==> src/rtl/hdlc_bus_scheduler_pkg.sv <==
// Shared register map, status bit masks and scheduler state encoding for hdlc_bus_scheduler.
// HDLC_SCHED_FCS_EN adds the INIT state that programs FCSen once after reset.
package hdlc_pkg;

   localparam logic [2:0] ADDR_TX_SC   = 3'd0;
   localparam logic [2:0] ADDR_TX_BUFF = 3'd1;
   localparam logic [2:0] ADDR_RX_SC   = 3'd2;
   localparam logic [2:0] ADDR_RX_BUFF = 3'd3;
   localparam logic [2:0] ADDR_RX_LEN  = 3'd4;

   localparam logic [7:0] RX_ERR_MASK = 8'h1C;
   localparam logic [7:0] TX_ENABLE   = 8'h02;
   localparam logic [7:0] RX_DROP     = 8'h02;
   localparam logic [7:0] RX_FCSEN    = 8'h20;

   typedef enum logic [3:0] {
`ifdef HDLC_SCHED_FCS_EN
      ST_INIT,
`endif
      ST_IDLE,
      ST_TX_ACC,
      ST_TX_PUT,
      ST_TX_GO,
      ST_RX_STAT,
      ST_RX_STATC,
      ST_RX_LEN,
      ST_RX_LENC,
      ST_RX_RD,
      ST_RX_CAP,
      ST_RX_OUT,
      ST_RX_DROP
   } sched_state_t;

endpackage

==> src/rtl/hdlc_bus_scheduler_rr_arbiter.sv <==
// Two-requester round-robin arbiter (TX vs RX); the priority pointer moves only when a grant is taken.
module hdlc_rr_arbiter (
   input  logic clk_sys,
   input  logic rst_b,
   input  logic en,
   input  logic req_tx,
   input  logic req_rx,
   output logic gnt_tx,
   output logic gnt_rx
);

   logic prio_rx;

   always_comb begin
      gnt_tx = 1'b0;
      gnt_rx = 1'b0;
      if (en) begin
         if (req_tx && req_rx) begin
            gnt_rx = prio_rx;
            gnt_tx = !prio_rx;
         end else begin
            gnt_tx = req_tx;
            gnt_rx = req_rx;
         end
      end
   end

   // after a TX grant RX owns the next tie, and vice versa
   always_ff @(posedge clk_sys or negedge rst_b) begin
      if (!rst_b)
         prio_rx <= 1'b0;
      else if (gnt_tx || gnt_rx)
         prio_rx <= gnt_tx;
   end

endmodule

==> src/rtl/hdlc_bus_scheduler.sv <==
// Sole master of the Hdlc register bus: loads/enables TX frames and drains or drops RX frames.
// HDLC_SCHED_FCS_EN: write FCSen to Rx_SC once after reset and keep it set on frame drops.
module hdlc_bus_scheduler
   import hdlc_pkg::*;
#(
   parameter int MAX_TX_BYTES = 126,
   parameter int ADDR_W       = 3,
   parameter int DATA_W       = 8
) (
   input  logic              Clk,
   input  logic              Rst,
   output logic [ADDR_W-1:0] Address,
   output logic              WriteEnable,
   output logic              ReadEnable,
   output logic [DATA_W-1:0] DataIn,
   input  logic [DATA_W-1:0] DataOut,
   input  logic              Rx_Ready,
   input  logic              Tx_Done,
   input  logic              tx_valid,
   input  logic [DATA_W-1:0] tx_data,
   input  logic              tx_last,
   output logic              tx_ready,
   output logic              tx_trunc,
   output logic              rx_valid,
   output logic [DATA_W-1:0] rx_data,
   output logic              rx_last,
   input  logic              rx_ready,
   output logic              rx_err,
   output logic [DATA_W-1:0] rx_status
);

   // state      | meaning
   // INIT       | write FCSen to Rx_SC once (FCS build only)
   // IDLE       | arbitrate TX (tx_valid && Tx_Done) against RX (Rx_Ready)
   // TX_ACC     | tx_ready high, wait for client byte
   // TX_PUT     | write byte to Tx_Buff
   // TX_GO      | write Tx_Enable to Tx_SC
   // RX_STAT    | read Rx_SC
   // RX_STATC   | capture status, drop on error bits
   // RX_LEN     | read Rx_Len
   // RX_LENC    | capture length, drop on zero
   // RX_RD      | read Rx_Buff
   // RX_CAP     | capture received byte
   // RX_OUT     | present byte to consumer until rx_ready
   // RX_DROP    | write Rx_Drop to Rx_SC, pulse rx_err

   localparam int CNT_W = $clog2(MAX_TX_BYTES + 1);

`ifdef HDLC_SCHED_FCS_EN
   localparam sched_state_t RESET_ST = ST_INIT;
   localparam logic [7:0]   DROP_VAL = RX_DROP | RX_FCSEN;
`else
   localparam sched_state_t RESET_ST = ST_IDLE;
   localparam logic [7:0]   DROP_VAL = RX_DROP;
`endif

   sched_state_t      state, nxt;
   logic              gnt_tx, gnt_rx;
   logic [CNT_W-1:0]  tx_left;
   logic              last_q, trunc_q;
   logic [DATA_W-1:0] rx_rem;
   logic              we_d, re_d;
   logic [ADDR_W-1:0] addr_d;
   logic [DATA_W-1:0] din_d;

   hdlc_rr_arbiter u_arb (
      .clk_sys (Clk),
      .rst_b   (Rst),
      .en      (state == ST_IDLE),
      .req_tx  (tx_valid && Tx_Done),
      .req_rx  (Rx_Ready),
      .gnt_tx  (gnt_tx),
      .gnt_rx  (gnt_rx)
   );

   always_comb begin
      nxt = state;
      case (state)
`ifdef HDLC_SCHED_FCS_EN
         ST_INIT:     nxt = ST_IDLE;
`endif
         ST_IDLE: begin
            if (gnt_tx)      nxt = ST_TX_ACC;
            else if (gnt_rx) nxt = ST_RX_STAT;
         end
         ST_TX_ACC:   if (tx_valid) nxt = ST_TX_PUT;
         ST_TX_PUT:   nxt = (last_q || tx_left == CNT_W'(1)) ? ST_TX_GO : ST_TX_ACC;
         ST_TX_GO:    nxt = ST_IDLE;
         ST_RX_STAT:  nxt = ST_RX_STATC;
         ST_RX_STATC: nxt = ((DataOut & DATA_W'(RX_ERR_MASK)) != '0) ? ST_RX_DROP : ST_RX_LEN;
         ST_RX_LEN:   nxt = ST_RX_LENC;
         ST_RX_LENC:  nxt = (DataOut == '0) ? ST_RX_DROP : ST_RX_RD;
         ST_RX_RD:    nxt = ST_RX_CAP;
         ST_RX_CAP:   nxt = ST_RX_OUT;
         ST_RX_OUT: begin
            if (rx_ready) nxt = (rx_rem == DATA_W'(1)) ? ST_IDLE : ST_RX_RD;
         end
         ST_RX_DROP:  nxt = ST_IDLE;
         default:     nxt = ST_IDLE;
      endcase
   end

   // bus strobes are registered from the state being entered, so they coincide with that state
   always_comb begin
      we_d   = 1'b0;
      re_d   = 1'b0;
      addr_d = Address;
      din_d  = '0;
      case (nxt)
         ST_TX_PUT:  begin we_d = 1'b1; addr_d = ADDR_W'(ADDR_TX_BUFF); din_d = tx_data; end
         ST_TX_GO:   begin we_d = 1'b1; addr_d = ADDR_W'(ADDR_TX_SC);   din_d = DATA_W'(TX_ENABLE); end
         ST_RX_STAT: begin re_d = 1'b1; addr_d = ADDR_W'(ADDR_RX_SC); end
         ST_RX_LEN:  begin re_d = 1'b1; addr_d = ADDR_W'(ADDR_RX_LEN); end
         ST_RX_RD:   begin re_d = 1'b1; addr_d = ADDR_W'(ADDR_RX_BUFF); end
         ST_RX_DROP: begin we_d = 1'b1; addr_d = ADDR_W'(ADDR_RX_SC);   din_d = DATA_W'(DROP_VAL); end
         default: ;
      endcase
`ifdef HDLC_SCHED_FCS_EN
      if (state == ST_INIT) begin
         we_d   = 1'b1;
         addr_d = ADDR_W'(ADDR_RX_SC);
         din_d  = DATA_W'(RX_FCSEN);
      end
`endif
   end

   always_ff @(posedge Clk or negedge Rst) begin
      if (!Rst) begin
         state       <= RESET_ST;
         Address     <= '0;
         WriteEnable <= 1'b0;
         ReadEnable  <= 1'b0;
         DataIn      <= '0;
         tx_left     <= '0;
         last_q      <= 1'b0;
         trunc_q     <= 1'b0;
         rx_rem      <= '0;
         rx_data     <= '0;
         rx_status   <= '0;
      end else begin
         state       <= nxt;
         Address     <= addr_d;
         WriteEnable <= we_d;
         ReadEnable  <= re_d;
         DataIn      <= din_d;
         case (state)
            ST_IDLE: begin
               if (gnt_tx) begin
                  tx_left <= CNT_W'(MAX_TX_BYTES);
                  trunc_q <= 1'b0;
               end
            end
            ST_TX_ACC: if (tx_valid) last_q <= tx_last;
            ST_TX_PUT: begin
               tx_left <= tx_left - CNT_W'(1);
               if (tx_left == CNT_W'(1) && !last_q) trunc_q <= 1'b1;
            end
            ST_RX_STATC: rx_status <= DataOut;
            ST_RX_LENC:  rx_rem    <= DataOut;
            ST_RX_CAP:   rx_data   <= DataOut;
            ST_RX_OUT:   if (rx_ready) rx_rem <= rx_rem - DATA_W'(1);
            default: ;
         endcase
      end
   end

   assign tx_ready = (state == ST_TX_ACC);
   assign tx_trunc = (state == ST_TX_GO) && trunc_q;
   assign rx_valid = (state == ST_RX_OUT);
   assign rx_last  = rx_valid && (rx_rem == DATA_W'(1));
   assign rx_err   = (state == ST_RX_DROP);

endmodule

==> config.mk <==
export PLATFORM = sky130hd
export DESIGN_NAME = hdlc_bus_scheduler
export DESIGN_NICKNAME = d
export VERILOG_FILES = /design/src/rtl/hdlc_bus_scheduler_pkg.sv /design/src/rtl/hdlc_bus_scheduler_rr_arbiter.sv /design/src/rtl/hdlc_bus_scheduler.sv
export SDC_FILE = /design/constraint.sdc
export NUM_CORES = 1
export LEC_CHECK = 0
export ABC_AREA = 1
export CAP_MARGIN = 20
export CORE_UTILIZATION = 45
export CTS_CLUSTER_SIZE = 30
export DETAILED_ROUTE_END_ITERATION = 6
export GPL_TIMING_DRIVEN = 0
export PLACE_DENSITY = 0.86
export SLEW_MARGIN = 10
export SYNTH_ARGS = -nofsm -noshare
export SYNTH_HDL_FRONTEND = slang
export SYNTH_SLANG_ARGS = --single-unit
==> constraint.sdc <==
create_clock -name Clk -period 1.6 [get_ports Clk]
set_input_delay 0.32 -clock Clk [delete_from_list [all_inputs] [get_ports Clk]]
set_output_delay 0.32 -clock Clk [all_outputs]
set_load 0.01 [all_outputs]
-- After elaboration in Yosys (flattened, before gate mapping)
Cells that the tools add are included.
- flip-flop bits (word level): 51
- output and inout bits: 34
- reduce and logical (&&, ||, !) cells: 23
- mux-type cells: 24
- eq/ne operators: 22
- add/subtract/negate cells: 2
- operators by type and width (kind ; count):
    $pmux 4 s10 ; 1
    $pmux 8 s2 ; 2
    $eq 4x3->1 const B ; 6
    $eq 4x4->1 const B ; 6
    $mux 4 ; 6
    $eq 4x2->1 const B ; 4
    $pmux 3 s5 ; 1
    $pmux 7 s2 ; 1
    $eq 8x1->1 const B ; 1
    $logic_not 8->1 ; 1
    $mux 1 ; 8
    $mux 8 ; 1
    $reduce_bool 8->1 ; 1
    $sub 8x1->8 const B ; 1
    $eq 7x1->1 const B ; 1
    $mux 7 ; 1
    $sub 7x1->7 const B ; 1
    $reduce_and 2->1 ; 3
    $reduce_or 3->1 ; 2
    $logic_and 1x1->1 ; 5
    $reduce_bool 5->1 ; 1
    $eq 4x1->1 const B ; 1
    $logic_not 4->1 ; 1
    $mux 2 ; 2
    8 further kinds ; 13

-- Longest topological paths before layout
- depth after elaboration: 10
- mapped depth: 13
- mapped depth without buffers: 13

-- Cells and area by module
From an unflattened synthesis, not the netlist that was laid out.
- cells, all modules: 326
- area, all modules: 2613.8 sq um
- modules (own cells, without submodules) (module ; area each (sq um) ; instances ; cells an instance ; sequential area each (sq um)):
    hdlc_bus_scheduler ; 2549.9 ; 1 ; 315 ; 1251.2
    hdlc_rr_arbiter ; 63.8 ; 1 ; 11 ; 25.0

-- Worst setup path before layout
Ideal clock, no wire load.
- kind: reg-to-reg
- start point: register state[0]
- end point: register Address[0]
- cell stages (with the launch flop): 11
- setup slack: 0.085 ns
- required time: 1.479 ns
- arrival: 1.394 ns
- path buffers: 0
- clock period less this slack: 1.515 ns
- cell sequence: dfrtp_1 > inv_2 > nor2_4 > nand2_1 > nand3_1 > nor2_2 > nand3_4 > nand3_2 > nand2_2 > o21bai_1 > nand2_1
- word-level cells in the longest chain between the ends: 8
- ends and longest elaborated chain (what ; line ; text):
    start, declared ; hdlc_bus_scheduler.sv:57 ; sched_state_t state, nxt;
    start signal, assigned ; hdlc_bus_scheduler.sv:141 ; state <= nxt;
    $logic_not 4->1 ; hdlc_bus_scheduler.sv:69, hdlc_bus_scheduler.sv:78 ;
    $mux 1 ; hdlc_bus_scheduler_rr_arbiter.sv:17 ; if (en) begin
    $mux 4 ; hdlc_bus_scheduler.sv:84 ; else if (gnt_rx) nxt = ST_RX_STAT;
    $mux 4 ; hdlc_bus_scheduler.sv:83 ; if (gnt_tx) nxt = ST_TX_ACC;
    $pmux 4 s10 * ; hdlc_bus_scheduler.sv:78 ; case (state)
    via nxt[1] ; hdlc_bus_scheduler.sv:57 ;
    $eq 4x4->1 or $eq 4x3->1 (tied branches) ; hdlc_bus_scheduler.sv:109 ; case (nxt)
    $reduce_or 2->1 (no source line) ; n/a ;
    $pmux 3 s5 or $reduce_bool 5->1 (tied branches) ; n/a ;
    end signal, assigned ; hdlc_bus_scheduler.sv:142 ; Address <= addr_d;
    end, declared ; hdlc_bus_scheduler.sv:12 ; output logic [ADDR_W-1:0] Address,
The timed path passes the listed nets; every way through them passes the cells marked *.
A chain may end at the register's enable or synchronous reset.

-- Final worst setup path
- start point: register tx_left[3]
- end point: register Address[0]
- word-level cells in the longest chain between the ends: 7
- ends and longest elaborated chain (what ; line ; text):
    start, declared ; hdlc_bus_scheduler.sv:59 ; logic [CNT_W-1:0] tx_left;
    start signal, assigned ; hdlc_bus_scheduler.sv:149 ; tx_left <= CNT_W'(MAX_TX_BYTES);
    start signal, assigned ; hdlc_bus_scheduler.sv:155 ; tx_left <= tx_left - CNT_W'(1);
    $eq 7x1->1 * ; hdlc_bus_scheduler.sv:87 ; ST_TX_PUT: nxt = (last_q || tx_left == CNT_W'(1)) ? ST_TX_GO : ST_TX_ACC;
    $logic_or 1x1->1 * ; hdlc_bus_scheduler.sv:87 ;
    $mux 2 * ; hdlc_bus_scheduler.sv:87 ;
    $pmux 4 s10 * ; hdlc_bus_scheduler.sv:78 ;
    via nxt[1] ; hdlc_bus_scheduler.sv:57 ;
    $eq 4x4->1 or $eq 4x3->1 (tied branches) ; hdlc_bus_scheduler.sv:109 ;
    $reduce_or 2->1 (no source line) ; n/a ;
    $pmux 3 s5 or $reduce_bool 5->1 (tied branches) ; n/a ;
Marks and branches as above.

==> impl_metrics.json <==
{
  "outcome": "finished, violations left",
  "failed_checks": "negative setup slack",
  "async_reset_ff_share_pct": 100,
  "io_buffers": 56,
  "grt_max_degree": 36,
  "clock_sink_count": 51,
  "n_fill_cell": 309,
  "endpoint_kind": "register",
  "worst_path_max_delay_cell": "dfrtp_1",
  "p_per_area_nw_per_um2": 1820,
  "syn_nets": 331,
  "critPathMaxFanout": 4,
  "syn_avg_cell_area_sq_um": 8.20,
  "ys_seq_elements": 51,
  "dp_hpwl_mm": 4.25,
  "fin_worst_skew_ps": 8.22,
  "syn_to_final_growth_pct": 53.1,
  "cts.htree.levels": 2,
  "clk_pin_slew_ps": 90,
  "cp_top_family": "simple AND/OR/NAND/NOR gates",
  "rsz0062_at_grt": "true",
  "vias_per_cell": 5.64,
  "crit_buf_inv": 1,
  "multiInputGateArea_sq_um": 1280,
  "die_w_um": 76.4,
  "synthCells": 304,
  "tritoncts": "done",
  "clk_latency_ps": 320,
  "relSlewSlack_pct": 71.6,
  "gp_congestion": 0.809,
  "startpoint_type": "register",
  "wl_mm": 8.36,
  "floorplan.initialDensity_pct": 47.6,
  "cts_buffers": 5,
  "path_cells": "inv_1 -> nand2_1 -> nor2_1 -> nand2_1 -> nand2_1 -> nand2_2 -> nand3_4 -> nor2_4 -> nand2_2 -> nand2_2 -> o21bai_1 -> nand2_1",
  "cap_violations": 0,
  "grt.total_usage_pct": 25.8,
  "floorplan.rows": 26,
  "layout_setup_ws_ps": -183,
  "cpMostUsedCell": "nand2_1",
  "crit_type": "register to register",
  "tightest_slew_ps": 426,
  "dr_total_vias": 2669,
  "antenna_found_initial": 0,
  "critical_path.max_stage_delay_ps": 430,
  "final_nets": 429,
  "die-area_sq_um": 5840,
  "n_antenna_cell": 0,
  "first_iter_violations": 253,
  "hold_path_class": "input pin to async pin",
  "synth-edff-count": 0,
  "dpl.cell_count": 431,
  "ys_types": 32,
  "first_pass_iters": 5,
  "finalNonFillerCells": 473,
  "seqCellArea_sq_um": 1280,
  "max_freq_mhz": 561,
  "syn_area_sq_um": 2490,
  "crit_arrival_ps": 1990,
  "setup_viol": 24,
  "grt_pass1_wl_mm": 11.8,
  "ir_drop_v": 0.000856,
  "synth_ff_type": "dfrtp_1",
  "crit_required_ps": 1810,
  "drv_slew": 0,
  "final_util_pct": 72.9,
  "leakagePower_nw": 1.83,
  "grt_pass1_vias": 2469,
  "fin_crit_ps": 1780,
  "ios": 57,
  "synth_warnings": 0,
  "drc_errors": 0,
  "wl_per_cell_um": 17.7,
  "hold_viol": 0,
  "core_area_sq_um": 5240,
  "ant_nets": 0,
  "finalCritPeriodShare_pct": 111,
  "clockBufferDepth": 2,
  "clockRootBuffer": "clkbuf_8",
  "drive_above_1_share_pct": 29.8,
  "ys_seq_area_share_pct": 51.2,
  "r2r_slack_ps": -180,
  "die_h_um": 76.4,
  "grt_overflow": 0
}
[cell type report]
type                            count  share of cell area [%]
Timing Repair Buffer               94                    23.0
Clock buffer                        5                    1.80
Clock inverter                      3                   0.524
Multi-Input combinational cell    202                    33.6
Sequential cell                    51                    33.5
Tap cell                           70                    2.29
Buffer                              1                   0.131
Inverter                           47                    5.14
[final timing paths]
path	cells after the start	endpoint	start
worst max-delay path	12	Address[0]	tx_left[3]
worst min-delay path	2	rx_rem[4]	Rst
worst max register to register	12	Address[0]	tx_left[3]
worst min register to register	2	rx_status[0]	rx_status[0]
max in group asynchronous	3	state[1]	Rst
min in group Clk	2	rx_status[0]	rx_status[0]
[per-stage QoR]
stage	worst slack (ps)	setup TNS (ps)	hold WS [ps]	total power, mW	instance area, sq um
finish	-183	-1950	469	6.97	3820
global route	-323	-3200	518	7.37	3820
CTS	-170	-382	479	6.22	3620
detailed placement	-541	-3990	277	4.68	3160
global placement	-1190	-64170	465	4.59	3140
floorplan	84.6	0	24.4	3.64	2490
[cell families after synthesis]
group	share of synthesized area, %
compound gates	13.5
fa+ha+maj	2.01
buf+inv	7.88
flops	51.2
mux	0.401
simple gates	25.0
[cell usage in the layout, fill, tap and decap left out, drive strengths merged]
cell type	count
o221ai	1
nand4	2
o21ai	38
clkinvlp	2
and3	1
nand2	66
dfrtp	51
dlymetal6s2s	1
clkbuf	5
o31ai	1
dlygate4sd3	1
o21bai	1
nor3	7
clkdlybuf4s50	48
o211ai	4
a21oi	8
inv	47
ha	4
mux2i	1
dlygate4sd2	1
o32ai	1
a31oi	1
nand3	23
buf	44
a21boi	1
o21a	2
a22oi	1
clkinv	1
nor2	39
[state kept, by name, summed over array words and instances (netlist names)]
name	cells
Address	3
rx_status	8
tx_left	7
rx_rem	8
WriteEnable	1
state	4
DataIn	8
ReadEnable	1
u_arb.prio_rx	1
trunc_q	1
last_q	1
rx_data	8
[Yosys cell counts (all sizes together) (2+ instances only)]
master / count / area, sq um
nand3: 23 / 138
dfrtp: 51 / 1280
nand4: 2 / 12.5
a21oi: 8 / 40.0
o211ai: 4 / 30.0
o21a: 2 / 15.0
nor2: 39 / 161
nand2: 66 / 260
inv: 47 / 176
o21ai: 38 / 194
clkbuf: 2 / 7.51
ha: 4 / 50.1
nor3: 7 / 46.3
buf: 2 / 12.5
[routing by layer]
metal,vias up,routed length (um),global-route usage (%)
met3,47,566,4.55
met2,179,4340,46.5
met5,-,0,0
met1,1260,3040,30.1
met4,0,418,11.0
li1,1183,-,-
[where the power goes]
part / internal, mW / switching (mW) / total [mW]
Combinational: 1.83 / 2.15 / 3.99
Sequential: 1.81 / 0.420 / 2.23
Clock: 0.305 / 0.444 / 0.749
[repair_timing]
item,4_1_cts,5_1_grt
endpoints found under the setup margin,18,41
pin swaps,19,21
resized for setup,79,39
hold buffers,1,0
hold endpoints to repair,16,0
buffers inserted,27,11
Note: power is estimated with default switching activity, not from simulation.
